## src/rtl/fft4_rr_sched.sv

```systemverilog
// fft4_rr_sched: round-robin arbiter that shares one fft4 pipeline among
// N_REQ frame producers. A tag pipeline matching the fft4 latency carries the
// requester id alongside each frame so results are returned to their owner.
module fft4_rr_sched #(
    parameter int N_REQ       = 4,
    parameter int NB_INPUT    = 8,
    parameter int NB_OUTPUT   = 10,
    parameter int FFT_LATENCY = 4,
    parameter int NB_CNT      = 16
) (
    input  logic                          i_clk,
    input  logic                          i_rst_n,
    input  logic                          i_enable,
    input  logic [N_REQ-1:0]              i_req_valid,
    input  logic [N_REQ*8*NB_INPUT-1:0]   i_req_data,
    output logic [N_REQ-1:0]              o_req_ready,
    output logic [2*NB_INPUT-1:0]         o_fft_x0,
    output logic [2*NB_INPUT-1:0]         o_fft_x1,
    output logic [2*NB_INPUT-1:0]         o_fft_x2,
    output logic [2*NB_INPUT-1:0]         o_fft_x3,
    output logic                          o_fft_valid,
    output logic                          o_fft_rst,
    input  logic                          i_fft_valid,
    input  logic [2*NB_OUTPUT-1:0]        i_fft_x0,
    input  logic [2*NB_OUTPUT-1:0]        i_fft_x1,
    input  logic [2*NB_OUTPUT-1:0]        i_fft_x2,
    input  logic [2*NB_OUTPUT-1:0]        i_fft_x3,
    output logic                          o_res_valid,
    output logic [$clog2(N_REQ)-1:0]      o_res_id,
    output logic [8*NB_OUTPUT-1:0]        o_res_data,
    output logic                          o_busy,
    output logic                          o_err,
    output logic [NB_CNT-1:0]             o_frame_cnt
);
    localparam int IDW = $clog2(N_REQ);
    localparam int FW  = 8*NB_INPUT;
    localparam int XW  = 2*NB_INPUT;

    logic [IDW-1:0]         ptr_q, ptr_d;
    logic                   gnt_found;
    logic [IDW-1:0]         gnt_id;
    logic                   hs;
    logic [FW-1:0]          gnt_frame;
    logic [FW-1:0]          fft_x_q, fft_x_d;
    logic                   fft_vld_q;
    logic [IDW-1:0]         issue_id_q, issue_id_d;
    logic [FFT_LATENCY-1:0] tag_vld_q;
    logic [IDW-1:0]         tag_id_q [FFT_LATENCY];
    logic                   res_vld_q;
    logic [IDW-1:0]         res_id_q, res_id_d;
    logic [8*NB_OUTPUT-1:0] res_data_q, res_data_d;
    logic                   busy_q;
    logic                   err_q, err_d;
    logic [NB_CNT-1:0]      cnt_q, cnt_d;

    // Search for the first valid requester starting at the pointer, with wrap.
    always_comb begin
        logic [IDW-1:0] idx;
        gnt_found = 1'b0;
        gnt_id    = '0;
        idx       = '0;
        for (int i = 0; i < N_REQ; i++) begin
            idx = IDW'((int'(ptr_q) + i) % N_REQ);
            if (!gnt_found && i_req_valid[idx]) begin
                gnt_found = 1'b1;
                gnt_id    = idx;
            end
        end
    end

    // Grant is suppressed while disabled or held in reset.
    assign hs        = i_enable & i_rst_n & gnt_found;
    assign gnt_frame = i_req_data[int'(gnt_id)*FW +: FW];

    // One-hot ready for the winning requester.
    always_comb begin
        o_req_ready = '0;
        if (hs) o_req_ready[gnt_id] = 1'b1;
    end

    // Next-state for pointer, issue registers, counter, error and result.
    always_comb begin
        ptr_d      = ptr_q;
        fft_x_d    = fft_x_q;
        issue_id_d = issue_id_q;
        cnt_d      = cnt_q;
        if (hs) begin
            ptr_d      = (int'(gnt_id) == N_REQ-1) ? '0 : gnt_id + 1'b1;
            fft_x_d    = gnt_frame;
            issue_id_d = gnt_id;
            cnt_d      = cnt_q + 1'b1;
        end
        err_d      = err_q | (i_fft_valid != tag_vld_q[FFT_LATENCY-1]);
        res_id_d   = i_fft_valid ? tag_id_q[FFT_LATENCY-1] : res_id_q;
        res_data_d = i_fft_valid ? {i_fft_x3, i_fft_x2, i_fft_x1, i_fft_x0} : res_data_q;
    end

    // State registers; reset discards everything in flight.
    always_ff @(posedge i_clk) begin
        if (!i_rst_n) begin
            ptr_q      <= '0;
            fft_x_q    <= '0;
            fft_vld_q  <= 1'b0;
            issue_id_q <= '0;
            tag_vld_q  <= '0;
            for (int i = 0; i < FFT_LATENCY; i++) tag_id_q[i] <= '0;
            res_vld_q  <= 1'b0;
            res_id_q   <= '0;
            res_data_q <= '0;
            busy_q     <= 1'b0;
            err_q      <= 1'b0;
            cnt_q      <= '0;
        end else begin
            ptr_q        <= ptr_d;
            fft_x_q      <= fft_x_d;
            fft_vld_q    <= hs;
            issue_id_q   <= issue_id_d;
            tag_vld_q[0] <= fft_vld_q;
            tag_id_q[0]  <= issue_id_q;
            for (int i = 1; i < FFT_LATENCY; i++) begin
                tag_vld_q[i] <= tag_vld_q[i-1];
                tag_id_q[i]  <= tag_id_q[i-1];
            end
            res_vld_q  <= i_fft_valid;
            res_id_q   <= res_id_d;
            res_data_q <= res_data_d;
            busy_q     <= fft_vld_q | (|tag_vld_q);
            err_q      <= err_d;
            cnt_q      <= cnt_d;
        end
    end

    assign o_fft_x0    = fft_x_q[0*XW +: XW];
    assign o_fft_x1    = fft_x_q[1*XW +: XW];
    assign o_fft_x2    = fft_x_q[2*XW +: XW];
    assign o_fft_x3    = fft_x_q[3*XW +: XW];
    assign o_fft_valid = fft_vld_q;
    assign o_fft_rst   = ~i_rst_n;
    assign o_res_valid = res_vld_q;
    assign o_res_id    = res_id_q;
    assign o_res_data  = res_data_q;
    assign o_busy      = busy_q;
    assign o_err       = err_q;
    assign o_frame_cnt = cnt_q;

endmodule
```

## config.mk

```make
export PLATFORM = sky130hd
export DESIGN_NAME = fft4_rr_sched
export DESIGN_NICKNAME = d
export VERILOG_FILES = /design/src/rtl/fft4_rr_sched.sv
export SDC_FILE = /design/constraint.sdc
export NUM_CORES = 1
export LEC_CHECK = 0
export ABC_AREA = 1
export CORE_AREA = 3 3 199 201
export DETAILED_ROUTE_END_ITERATION = 8
export DIE_AREA = 0 0 202 204
export PLACE_DENSITY = 0.6
export SYNTH_ARGS = -nofsm -noshare
export SYNTH_HDL_FRONTEND = slang
export SYNTH_SLANG_ARGS = --single-unit
```

## constraint.sdc

```tcl
create_clock -name i_clk -period 2.2 [get_ports i_clk]
set_input_delay 0.22 -clock i_clk [delete_from_list [all_inputs] [get_ports i_clk]]
set_output_delay 0.22 -clock i_clk [all_outputs]
set_load 0.005 [all_outputs]
```

* Yosys cells after proc, flatten, opt, wreduce, memory -nomap -nowiden *
Memories as Yosys holds them, arrays and structs flattened. A register that Yosys moved wholly into a read port is not among the register bits.
Cells that the tools add are included.

storage, ports and cells
  flip-flop bits (word level) = 172
  bits in writable memories = 8
  input bits = 344
  output and inout bits = 171
  word-level logic and storage cells = 69
  memories kept = 1

memories
  memory    depth  bits a word  read ports  clocked after Yosys merged registers in  wr ports  RTL line  text
  tag_id_q  4      2            4           1                                        4         48        logic [IDW-1:0] tag_id_q [FFT_LATENCY];

cells by class
  add/subtract/negate cells = 5
  magnitude comparators = 6
  eq/ne operators = 2
  shift-type cells = 1
  muxes and demuxes = 26
  bitwise logic cells = 9
  reduce and logical (&&, ||, !) cells = 9

operators with widths
  operator                                                            number
  variable part select 256 x 9 -> 64 bit                              1
  two-way mux 2 bit                                                   9
  adder 16 x 1 -> 16 bit (second input constant)                      1
  less-than comparator 2 x 3 -> 1 bit (second input constant)         5
  two-way mux 1 bit                                                   11
  binary-select mux 1 bit (select 2 bit)                              4
  OR 1 bit                                                            6
  adder 2 x 1 -> 2 bit (second input constant)                        2
  adder 2 bit (second input constant)                                 2
  logical AND 1 bit                                                   4
  logical NOT 1 bit                                                   4
  two-way mux 4 bit                                                   1
  OR reduction 4 bit                                                  1
  bitwise AND 1 bit                                                   2
  demux 1 bit (select 2 bit)                                          1
  equality test 2 x 1 -> 1 bit (second input constant)                1
  greater-or-equal comparator 2 x 1 -> 1 bit (second input constant)  1
  != test 1 bit                                                       1
  NOT 1 bit                                                           1

* Longest topological paths before layout *
Gate-level depths: netlist of the first run.

  depth in word-level cells = 17
  mapped depth = 16
  mapped depth without buffers = 14

* Worst setup path before layout of the first run *
Ideal clock, no wire load.

  kind = register to output
  start = register ptr_q[0]
  end = output o_req_ready[1]
  arrival = 1.597 ns
  required time = 1.980 ns
  path slack = 0.383 ns
  stages on the path, launching flop included = 12
  path buffers = 3
  path through = dfxtp_1 > buf_4 > nand2_1 > nand3_2 > nand2_2 > nor2_4 > nand3_1 > nand2_2 > nand2_2 > buf_6 > buf_2 > nor3_1

on the way
  cells in the longest elaborated chain, start to end = 17
  elaborated cells between the ends (all ways) = 32
  classes of those cells = add/sub: 3; order compare: 2; mux: 19; bitwise: 1; reduce/logical: 7

RTL lines
  item                                                                          RTL line  text
  start, declared                                                               39        logic [IDW-1:0] ptr_q, ptr_d;
  start signal, assigned                                                        114       ptr_q <= ptr_d;
  branches (longest 16 deep; another with less-than comparator 2 x 3 -> 1 bit)  --
  two-way mux 4 bit *                                                           78        if (hs) o_req_ready[gnt_id] = 1'b1;
  end, declared                                                                 16        output logic [N_REQ-1:0] o_req_ready,

Every way passes the cells marked *. The select of a mux whose other input is x is not followed.

* Worst setup path after layout of the first run *
  start = register ptr_q[1]
  end = output o_req_ready[1]

The elaborated chain is that of the path after synthesis.

==> impl_results.md, run 1 <==
* DRC at 0
* Cell area after synthesis at just over 9000 µm²
* Worst Path Required at between 1.5 and 2 ns
* Sequential Area at ~3700 µm²
* Fillcell total at 3876
* Busiest grt layer: met2
* Htree depth at 4
* Area of the multi-input gates at between 4000 and 5000 µm²
* Kind of critical path: flop to output pin
* Tmin final at between 2 and 2.5 ns
* Final setup fails at 28
* GRT overflow at 0
* Slew Viols, Final at 0
* Syn nets at roughly 1800
* Via density at 4.639
* First-pass GRT wire length at roughly 62 mm
* Worst Hold Depth at 4
* Final Util at 0.4249
* Worst-path clk slew at ~0.070 ns
* Clock Latency Late Sink at about 0.44 ns
* Post-synthesis cell type count at 33
* Pin count of the biggest net entering global routing at 97
* Syn. warnings at 0
* Drt first pass iters at 6
* Buf+Inv Stages, Crit Path at 3
* WP data arrival at roughly 2.1 ns
* Clock Skews at approximately 0.0074 ns
* Hold/Removal Path Class: primary input to flop
* CTS tree: yes
* CTS buffer count at 17
* Slew headroom at 0.4351
* Crit Path Max Fanout at 5
* Die area at between 40000 and 50000 µm²
* Met1 GRT Util at 0.2213
* Iter 0 DRT Violations at 522
* CP Depth at 12
* Status: finished, violations left
* Met3 usage at 0.05813
* Via Count at approximately 11000
* P per Cell Area at 827.6 nW/µm²
* Synth-to-Final Area Change at 73.57%
* WL/cell at approximately 17 µm
* Final hold slack at 0.2708 ns
* Worst Max-Slew Pin Slew at 0.8474 ns
* RSZ-0062 raised after global routing: true
* CTS sink cnt at ~180
* Gp weighted congestion at 0.8949
* Starting Density at 0.2448
* Post-Syn Instances at between 1000 and 1500
* Vias in the first global route at 10915
* Sequential share of the synthesized area at 0.3943
* Rows at just over 70
* Maximum clock frequency at 0.4373 GHz
* IO buf count at a little over 500
* Post-DP HPWL at about 32 mm
* Clock root buffer: clkbuf_16
* Failing checks: negative setup slack
* Avg Cell Area, Syn at 6.545 µm²
* Final antenna-violating net count at 0
* Overall Global Routing Usage at 0.1916
* CP Launch Type: flop
* Crit end category: output pin
* GRT met2 Usage at 0.3348
* Fin nets at 2253
* Max stage delay on crit path at 0.39 ns
* Die width at approximately 200 µm
* FF+latch count, synth at between 150 and 200
* Final setup margin at -0.08650 ns
* I/O pin total at approximately 500
* Leak pwr at ~7 nW
* Hold Violations, Final at 0
* Worst path slowest cell: dfxtp_4
* Peak supply drop at between 400 and 500 µV
* Die height at roughly 200 µm
* Non-Filler Instances at between 2000 and 2500
* Max Cap Viol at 0
* Most used cell, CP: nand2_2
* Critical path's top delay family: simple AND/OR/NAND/NOR gates
* CTS Buffer Depth at 2
* Fraction of layout instances using a drive strength above 1 at 0.08390
* Worst reg-to-reg path cell count at 17
* Antenna violations before repair at 6
* Core ar. at 37760 µm²
* Final WL at approximately 42 mm
* Placed Cells at 2390
* Total negative slack at -0.6064 ns
* Critical-path cell list: inv_2, nand2_2, nand2_4, nand2_2, nand2_2, nor2_4, nand2_2, or2_4, nand2_4, buf_12, nor3_4, buf_2
* CTS Hold Bufs at 0
* Final Cycle Share at 1.039
area by class of cell:
type,instances,area share
clock inverter,13,0.008736
sequential,182,0.2276
clock buffer,18,0.02738
timing repair buffer,586,0.3737
multi-input combinational,1018,0.2980
tap,511,0.03986
inverter,102,0.02449
antenna,1,0.0001560
Yosys cell counts (all sizes together):
cell type | instances | area [µm²]
nand3 | 381 | 1922
xor2 | 7 | 61.31
nor4 | 2 | 12.51
nand4 | 2 | 12.51
nor3b | 1 | 7.510
nor3 | 9 | 45.04
clkbuf | 34 | 127.6
or4 | 1 | 7.510
buf | 76 | 490.5
o21ai | 93 | 469.2
nor2 | 181 | 686.9
a21oi | 20 | 103.9
nand3b | 1 | 7.510
ha | 2 | 25.02
a31oi | 1 | 6.260
xnor2 | 3 | 26.28
or2 | 1 | 6.260
nand2 | 312 | 1189
dfxtp | 182 | 3643
and3 | 1 | 6.260
inv | 102 | 385.4
worst reg2reg max path, stage by stage (launching register included):
cell and delay (ns):
dfxtp_4 0.37, inv_2 0.13, nand2_2 0.10, nand2_4 0.11, nand2_1 0.07, nand2_2 0.08
nor2_1 0.05, nor2_2 0.15, nand2_4 0.08, nand2_4 0.07, buf_4 0.15, buf_16 0.22
clkbuf_16 0.30, nand2_1 0.06, nand3_1 0.06, nand2_1 0.05, nand2_1 0.05, nand2_1 0.05
worst paths after layout:
check,slack [ns],start,end
min reg2reg,0.41,tag_id_q[2][0],tag_id_q[3][0]
max,-0.09,ptr_q[1],o_req_ready[1]
max reg2reg,-0.04,ptr_q[1],fft_x_q[24]
min,0.27,i_rst_n,o_frame_cnt[8]
cells by family (layout without fill, tap and decap cells):
group | Yosys count | in the layout | share of synthesized area
AOI/OAI and AO/OA | 114 | 114 | 0.06269
xor gates and xnor gates | 10 | 10 | 0.009478
adders and majority gates | 2 | 2 | 0.002707
buffers and inverters | 212 | 719 | 0.1086
DFF | 182 | 182 | 0.3943
other | 0 | 1 | 0
and+or+nand+nor | 892 | 892 | 0.4223
state kept, by name (all words and copies together) (netlist names), 2 cells and up:
register,count
ptr_q,2
issue_id_q,2
tag_vld_q,4
o_res_data,80
o_res_id,2
o_frame_cnt,16
tag_id_q,8
fft_x_q,64
metrics by stage:
| step | cell area (µm²) | power, mW | setup WS, ns |
|---|---|---|---|
| 6_report | 16040 | 13.28 | -0.08650 |
| 3_3_place_gp | 15060 | 9.708 | -0.3879 |
| 5_1_grt | 16040 | 14.15 | -0.2160 |
| 2_1_floorplan | 9241 | 6.938 | 0.3832 |
| 3_5_place_dp | 15060 | 9.753 | -0.3800 |
| 4_1_cts | 15730 | 12.95 | -0.1108 |
routing by layer:
layer,share of wire,vias to the layer above
met5,0.0021,-
met4,0.028,10
met3,0.078,59
met2,0.49,454
met1,0.40,5174
li1,-,5581
report_power, final:
group          total [mW]  switching (mW)  internal (mW)
sequential           4.05           0.267           3.78
clock                3.06            1.44           1.62
combinational        6.17            3.19           2.98
cells in the final DEF (no fill, tap or decap), types with 5 or more instances in the layout:
cell type	netlist	routed
inv_2	3	5
dfxtp_1	182	180
nand2_4	1	12
nand3_1	378	375
inv_6	0	6
clkbuf_16	0	22
nor2_1	180	176
buf_12	0	9
buf_2	35	5
nand2_2	4	12
nor3_1	9	8
clkdlybuf4s50_1	0	508
buf_4	29	42
xor2_1	7	7
o21ai_0	89	89
nand2_1	307	288
a21oi_1	19	18
inv_1	98	94
buf_6	7	11
repair_timing:
item	CTS	global route
pin swaps	13	20
resized for setup	46	42
setup endpoints to repair	11	88
cloned	0	5
buffers inserted	3	2
(Power assumes the default switching activity.)
==> run 2: changes to the inputs <==
Settings changed: PLACE_DENSITY 0.6 to 0.62, RECOVER_POWER set to 50.
Clock period 2.2 ns to 2 ns, I/O delays scaled along.
==> run 2 against run 1 <==
The run ends with max-capacitance violations, max-slew violations, negative setup slack left. Clock power up 10%. Via count up 2.3%. Routed wire length up 8.8%. Final area up 2.9%. First-iteration DRC count up 32%. Critical path depth up 3. Clock-buffer cell count unchanged. Sequential cell count unchanged. Largest cell class unchanged.
==> impl_results.md, run 2 (same netlist as run 1, synthesis figures left out) <==
* Status: finished, violations left
* Failing checks: max-capacitance violations, max-slew violations, negative setup slack
* CTS tree: yes
* Commonest non-fill, non-tap cell in the layout: clkdlybuf4s50_1
* CTS Buffer Depth at 2 (unchanged)
* GRT overflow at 0 (unchanged)
* IO buf count at 514 (unchanged)
* Via density at 4.721 (+1.8%)
* Overall Global Routing Usage at 0.2106 (+0.01897)
* Die width at 202 µm (unchanged)
* Slew Viols, Final at 95 (+95)
* CTS sink cnt at 182 (unchanged)
* Peak supply drop at 440.7 µV (-9.1%)
* Via Count at 11542 (+2.3%)
* Iter 0 DRT Violations at 690 (+32%)
* Fillcell total at 3870 (-0.15%)
* I/O pin total at 515 (unchanged)
* Rows at 71 (unchanged)
* Clock Latency Late Sink at 0.45 ns (about the same)
* CTS Hold Bufs at 0 (unchanged)
* Final hold slack at 0.2597 ns (-0.01113 ns)
* Critical-path cell list: buf_6, nand2_4, nand2_2, nand2_2, nand2_2, nor2_4, nand2_1, or2_4, nand2_4, buf_4, buf_12, buf_8, bufbuf_16, nand3_1, nand2_1
* Most used cell, CP: nand2_2
* DRC at 0 (unchanged)
* CP Launch Type: flop
* Area of the multi-input gates at 4790 µm² (+0.18%)
* Antenna violations before repair at 7 (+1)
* Final setup fails at 89 (+220%)
* Sequential Area at 3651 µm² (unchanged)
* Most frequent cells in the layout: clkdlybuf4s50_1, nand3_1, nand2_1, dfxtp_1, nor2_1
* Starting Density at 0.2448 (unchanged)
* Fraction of layout instances using a drive strength above 1 at 0.09119 (+0.007294)
* Die height at 204 µm (unchanged)
* RSZ-0062 raised after global routing: true
* Post-DP HPWL at 32.07 mm (+1.3%)
* Placed Area at 14990 µm² (-0.50%)
* Worst path slowest cell: dfxtp_4
* Final antenna-violating net count at 0 (unchanged)
* Maximum clock frequency at about 0.43 GHz
* Final WL at 46.17 mm (+8.8%)
* Worst Max-Slew Pin Slew at 1.560 ns (+0.7125 ns)
* Clock Skews at 0.007120 ns (-0.0002694 ns)
* CTS buffer count at 17 (unchanged)
* Final Cycle Share at 1.156
* Vias in the first global route at 10971 (+0.51%)
* Leak pwr at 7.228 nW (+3.1%)
* Gp weighted congestion at 0.9068 (+1.3%)
* Final setup margin at -0.3113 ns (-0.2248 ns)
* Kind of critical path: flop to flop
* Worst-path clk slew at 0.07 ns (about the same)
* Post-route design area at 16510 µm² (+2.9%)
* Core ar. at 37760 µm² (unchanged)
* Die area at 41210 µm² (unchanged)
* Worst Path Required at 2.39 ns (+0.41 ns)
* Crit Path Max Fanout at 7 (+2)
* First-pass GRT wire length at 66.98 mm (+7.8%)
* Pin count of the biggest net entering global routing at 95 (-2.1%)
* Final Util at 0.4372 (+0.01236)
* Max Cap Viol at 1 (+1)
* WL/cell at 18.88 µm (+8.2%)
* Crit end category: flop
* Setup slack at placement at -0.7105 ns (-0.3305 ns)
* P per Cell Area at 894.2 nW/µm² (+8.0%)
* WP data arrival at 2.71 ns (+0.64 ns)
* Htree depth at 4 (unchanged)
* Hold Violations, Final at 0 (unchanged)
* Fin nets at 2263 (+0.44%)
* Hold/Removal Path Class: primary input to flop
* Synth-to-Final Area Change at 78.62%
* Tmin final at approximately 2.3 ns
* Clock root buffer: clkbuf_16
* Drt first pass iters at 5 (-1)
* Max stage delay on crit path at 0.38 ns (about the same)
* Number of flip-flops in the largest register at 80 (unchanged)
* Slew headroom at -0.03994 (-0.4750)
[run 2: cell count changes in the layout (fill, tap and decap cells not counted), sizes merged]
cell,previous run,this run
buf,73,75
bufbuf,0,8
bufinv,1,0
clkbuf,23,22
clkinv,2,3
clkinvlp,4,2
diode,1,4
inv,108,112
[run 2: timing repair]
item                                    in CTS  in global routing
resized for setup                           74                 31
endpoints found under the setup margin      89                 89
gates cloned                                16                  2
setup buffers                               12                  6
pin swaps                                   26                 35
[run 2: routing by layer]
layer,up-vias,GRT usage,share of wire
met5,-,0,0.00078
met4,4,0.06255,0.023
met3,49,0.06434,0.084
met2,537,0.3757,0.50
met1,5342,0.2428,0.39
li1,5610,-,-
[run 2: worst paths after layout]
path	start	end	slack, ns	cells after the start
worst min register to register	tag_id_q[1][1]	tag_id_q[2][1]	0.41	2
worst max-delay path	ptr_q[0]	fft_x_q[36]	-0.31	15
worst max register to register	ptr_q[0]	fft_x_q[36]	-0.31	15
worst min-delay path	i_rst_n	o_frame_cnt[15]	0.26	4
[run 2: final cells by class]
type	count	share of cell area
antenna	4	0.0006064
clock buffer	18	0.02660
clock inverter	14	0.008110
inverter	102	0.02463
multi-input combinational	1018	0.2902
sequential	182	0.2212
tap	511	0.03873
timing repair buffer	595	0.3893
timing repair inverter	1	0.0006822
[run 2: where the power goes]
| part | switching, mW | internal [mW] |
|---|---|---|
| sequential | 0.316 | 4.16 |
| combinational | 3.55 | 3.37 |
| clock | 1.68 | 1.69 |
[run 2: worst max-delay path: cells and delay by family (launching register included)]
family	cells	cell delay, ns
buffers and inverters	5	0.83
and+or+nand+nor	10	1.04
DFF	1	0.38
[run 2: per-stage QoR]
step / power [mW] / setup TNS, ns / instances
finish: 14.76 / -21.35 / 2445
global route: 15.65 / -29.85 / 2443
CTS: 14.62 / -23.57 / 2433
detailed placement: 10.64 / -35.04 / 2374
global placement: 10.60 / -30.91 / 2374
floorplan: 7.632 / 0 / 1412
==> run 3: changes to the inputs <==
Settings changed: HOLD_SLACK_MARGIN set to 0.05, SLEW_MARGIN set to 20.
==> results of run 3 <==
The final DEF is identical to that of run 2; final timing and power are the same.
